## config.mk

```make
export PLATFORM = sky130hd
export DESIGN_NAME = updown_mod_counter
export DESIGN_NICKNAME = d
export VERILOG_FILES = /design/src/rtl/updown_mod_counter.sv
export SDC_FILE = /design/constraint.sdc
export NUM_CORES = 1
export LEC_CHECK = 0
export CAP_MARGIN = 20
export CORE_UTILIZATION = 27
export DETAILED_ROUTE_END_ITERATION = 8
export PLACE_DENSITY = 0.49
export SLEW_MARGIN = 10
export SYNTH_ARGS = -nofsm -noshare
export SYNTH_HDL_FRONTEND = slang
export SYNTH_SLANG_ARGS = --single-unit
```

## constraint.sdc

```tcl
create_clock -name clk -period 1.4 [get_ports clk]
set_input_delay 0.21 -clock clk [delete_from_list [all_inputs] [get_ports clk]]
set_output_delay 0.21 -clock clk [all_outputs]
set_load 0.005 [all_outputs]
```

## src/rtl/updown_mod_counter.sv

```systemverilog
// Up/down modulo-MODULUS counter with synchronous clamped load, terminal count and wrap pulse.
// Define COUNTER_SATURATE_EN to pin the count at its limits instead of wrapping.
module updown_mod_counter #(
  parameter int unsigned WIDTH   = 4,
  parameter int unsigned MODULUS = 10
) (
  input  logic             clk,
  input  logic             rst,
  input  logic             enable,
  input  logic             reverse,
  input  logic             load,
  input  logic [WIDTH-1:0] load_val,
  output logic [WIDTH-1:0] q,
  output logic             tc,
  output logic             wrap
);

  localparam logic [WIDTH-1:0] LAST    = WIDTH'(MODULUS - 1);
  localparam logic [WIDTH:0]   MOD_EXT = (WIDTH + 1)'(MODULUS);

  if (WIDTH < 1 || MODULUS < 2 || 64'(MODULUS) > (64'(1) << WIDTH)) begin : g_bad_params
    $error("updown_mod_counter: need WIDTH>=1 and 2 <= MODULUS <= 2**WIDTH");
  end

  logic [WIDTH-1:0] load_clamped;

  // Out-of-range load values pin to the top of the count range.
  always_comb begin
    load_clamped = load_val;
    if ({1'b0, load_val} >= MOD_EXT) load_clamped = LAST;
  end

  assign tc = reverse ? (q == '0) : (q == LAST);

  always_ff @(posedge clk) begin
    if (rst) begin
      q    <= '0;
      wrap <= 1'b0;
    end else if (load) begin
      q    <= load_clamped;
      wrap <= 1'b0;
    end else if (enable) begin
      if (!reverse) begin
        if (q == LAST) begin
`ifdef COUNTER_SATURATE_EN
          q    <= LAST;
          wrap <= 1'b0;
`else
          q    <= '0;
          wrap <= 1'b1;
`endif
        end else begin
          q    <= q + WIDTH'(1);
          wrap <= 1'b0;
        end
      end else begin
        if (q == '0) begin
`ifdef COUNTER_SATURATE_EN
          q    <= '0;
          wrap <= 1'b0;
`else
          q    <= LAST;
          wrap <= 1'b1;
`endif
        end else begin
          q    <= q - WIDTH'(1);
          wrap <= 1'b0;
        end
      end
    end else begin
      wrap <= 1'b0;
    end
  end

endmodule

```

==> flow_summary_export.csv <==
group,metric,value,unit
power_and_ir_drop,vdd_drop_max,0.244,mV
finish,instances_no_fill,96,
synth,synth_area,423,sq um
synth,synth_top_area_share,23.7,%
finish,finalInstanceArea,674,sq um
synth,syn_nets,64,
setup_path,worstPathRequired,1.19,ns
synth,synth_edf_count,0,
routing,via_per_inst,4.65,
sta,tns,-0.122,ns
finish,area_delta_synth_final,59.5,%
floorplanning,row_count,13,
routing,finalWirelength,986,um
setup_path,critPathBufInv,1,
finish,seq_area,104,sq um
floorplanning,start_util,30.6,%
flow_run,maxCapViolations,0,
placement,place_ws,-0.497,ns
global_routing,grt_pass1_wl,1680,um
floorplanning,die_area,0.00173,sq mm
global_routing,grt_util_all_layers,12.5,%
global_routing,grt_remaining_overflow,0,
placement,dp_hpwl,798,um
synth,synthTopCellsByArea,"dfxtp_1, o21ai_0, nor3_1",
floorplanning,io_pins,15,
placement,placed_cells,90,
cts,htree_num_levels,1,
routing,dr.pass1.iters,2,
setup_path,critPathTopFamily,"simple AND/OR/NAND/NOR gates",
global_routing,grt_start_max_net_pins,9,
routing,drt_iter0_markers,1,
cts,cts_tree,"built",
setup_path,cp_max_fo,4,
sta,period_share,109,%
placement,place_area,629,sq um
sta,setup_violations,1,
synth,syn_inst,55,
synth,synth_most_common_cell,"o21ai_0",
synth,ys.flop_type,"dfxtp_1",
synth,yosysTopAreaCell,"dfxtp_1",
sta,period_minus_slack,1.52,ns
placement,place_congestion,0.702,
synth,yosysWarningCount,0,
setup_path,crit_type,"reg2out",
finish,n_antenna_cell,0,
routing,ant_nets,0,
setup_path,startpoint_type,"register",
hold_path,hp-class,"in2reg",
finish,final_core_util,48.8,%
routing,num_vias,446,
global_routing,grt_pass1_vias,410,
finish,drive_above_1_share,29.6,%
sta,hold_ws,0.527,ns
sta,tightest_slew,0.222,ns
sta,hold_viol,0,
outcome,status,"finished with violations",
sta,max_freq,657,MHz
global_routing,antenna_found_initial,0,
setup_path,crit_path_end_kind,"output pin",
power_and_ir_drop,p_total,0.525,mW
cts,numCtsBuffers,3,
sta,slew_viol_final,0,
cts,clk_latency,0.24,ns
sta,max_slew_margin,85.1,%
finish,multi_input_area,269,sq um
finish,nets,91,
setup_path,max_stage_delay,0.33,ns
sta,setup_ws,-0.122,ns
outcome,violations,"setup timing",
sta,rsz0062_at_grt,"true",
routing,wire_per_inst,10.3,um
routing,drc,0,
setup_path,crit_chain,"or2_1 > mux2_4 > nor3_4 > buf_2",
floorplanning,dieWidth,41.6,um
synth,synthArstFlopShare,0,%
power_and_ir_drop,p_leak,0.297,nW
synth,ys_seq_area_share,23.7,%
setup_path,arrival,1.31,ns
placement,port_buffers,14,
floorplanning,die_h,41.6,um
cts,cts_sinks,5,
synth,synth.distinct_cells,25,
sta,fin_skew,0.00434,ns
cts,clockBufferDepth,2,
cts,root_buffer,"clkbuf_4",
synth,ys_top_cells_by_count,"o21ai_0, dfxtp_1, nand2_1, nor3_1",
cts,path_clk_slew,0.04,ns
power_and_ir_drop,powerDensity,779,mW/mm^2
floorplanning,core_area,0.00138,sq mm
finish,fillCellCount,132,
cts,hold_buffers,0,
setup_path,slowest_stage,"dfxtp_2",
synth,synth.avg_cell_area,7.69,sq um
synth,synth_seq_cells,5,
==> flip-flops by register name (all words and copies together), names as in the netlist <==
signal and cells:
wrap 1, q 4
==> worst min-delay path: stages <==
cell and delay (ns):
clkdlybuf4s50_1 0.39, inv_1 0.05, a311oi_1 0.07
==> layout make-up <==
| class | count | area share, % |
|---|---|---|
| well taps | 15 | 2.78 |
| inverters | 3 | 1.67 |
| repair buffers | 28 | 36.4 |
| multi-input cells | 41 | 39.9 |
| flip-flops and latches | 5 | 15.4 |
| clock buffers | 4 | 3.90 |
==> where the power goes <==
group	total (mW)	internal (mW)	switching, mW
Combinational	0.191	0.115	0.0765
Clock	0.168	0.108	0.0603
Sequential	0.166	0.155	0.0111
==> timing repair <==
action | 4_1_cts | 5_1_grt
resized for setup | 6 | 4
pin swaps | 1 | 1
setup buffers | 1 | 1
setup endpoints to repair | 3 | 4
==> layer usage <==
metal	share of wire [%]	vias up	track usage [%]
met5	0	-	0
met2	43	8	18.1
met1	53	187	16.4
met4	1.0	0	7.74
met3	2.9	2	3.04
li1	-	249	-
==> path summary, 6_finish.rpt <==
path               startpoint   end  slack, ns  cells past startpoint
setup / recovery         q[0]    tc      -0.12                      4
hold reg to reg          q[1]  wrap       0.58                      2
setup reg to reg         q[0]  q[3]       0.15                      6
hold / removal    load_val[0]  q[0]       0.53                      3
==> logic make-up after synthesis <==
logic type	after synthesis	synth area share [%]
AOI/OAI and AO/OA	15	21.9
DFF	5	23.7
buffers and inverters	9	12.7
xor gates and xnor gates	3	6.21
and+or+nand+nor	21	29.6
muxes	2	5.92
==> layout by cell type, fill, tap and decap left out, types with 2 or more instances in the layout <==
master | synthesis | routed
a21oi_1 | 3 | 3
a311oi_1 | 2 | 2
buf_4 | 0 | 13
clkbuf_4 | 0 | 3
clkdlybuf4s50_1 | 0 | 11
dfxtp_1 | 5 | 2
dfxtp_2 | 0 | 3
inv_1 | 3 | 3
nand2_1 | 5 | 5
nand2b_1 | 2 | 2
nor2_1 | 3 | 3
nor2b_1 | 2 | 2
nor3_1 | 5 | 5
o21ai_0 | 6 | 6
xor2_1 | 2 | 2
Note: power is estimated with default switching activity, not from simulation.
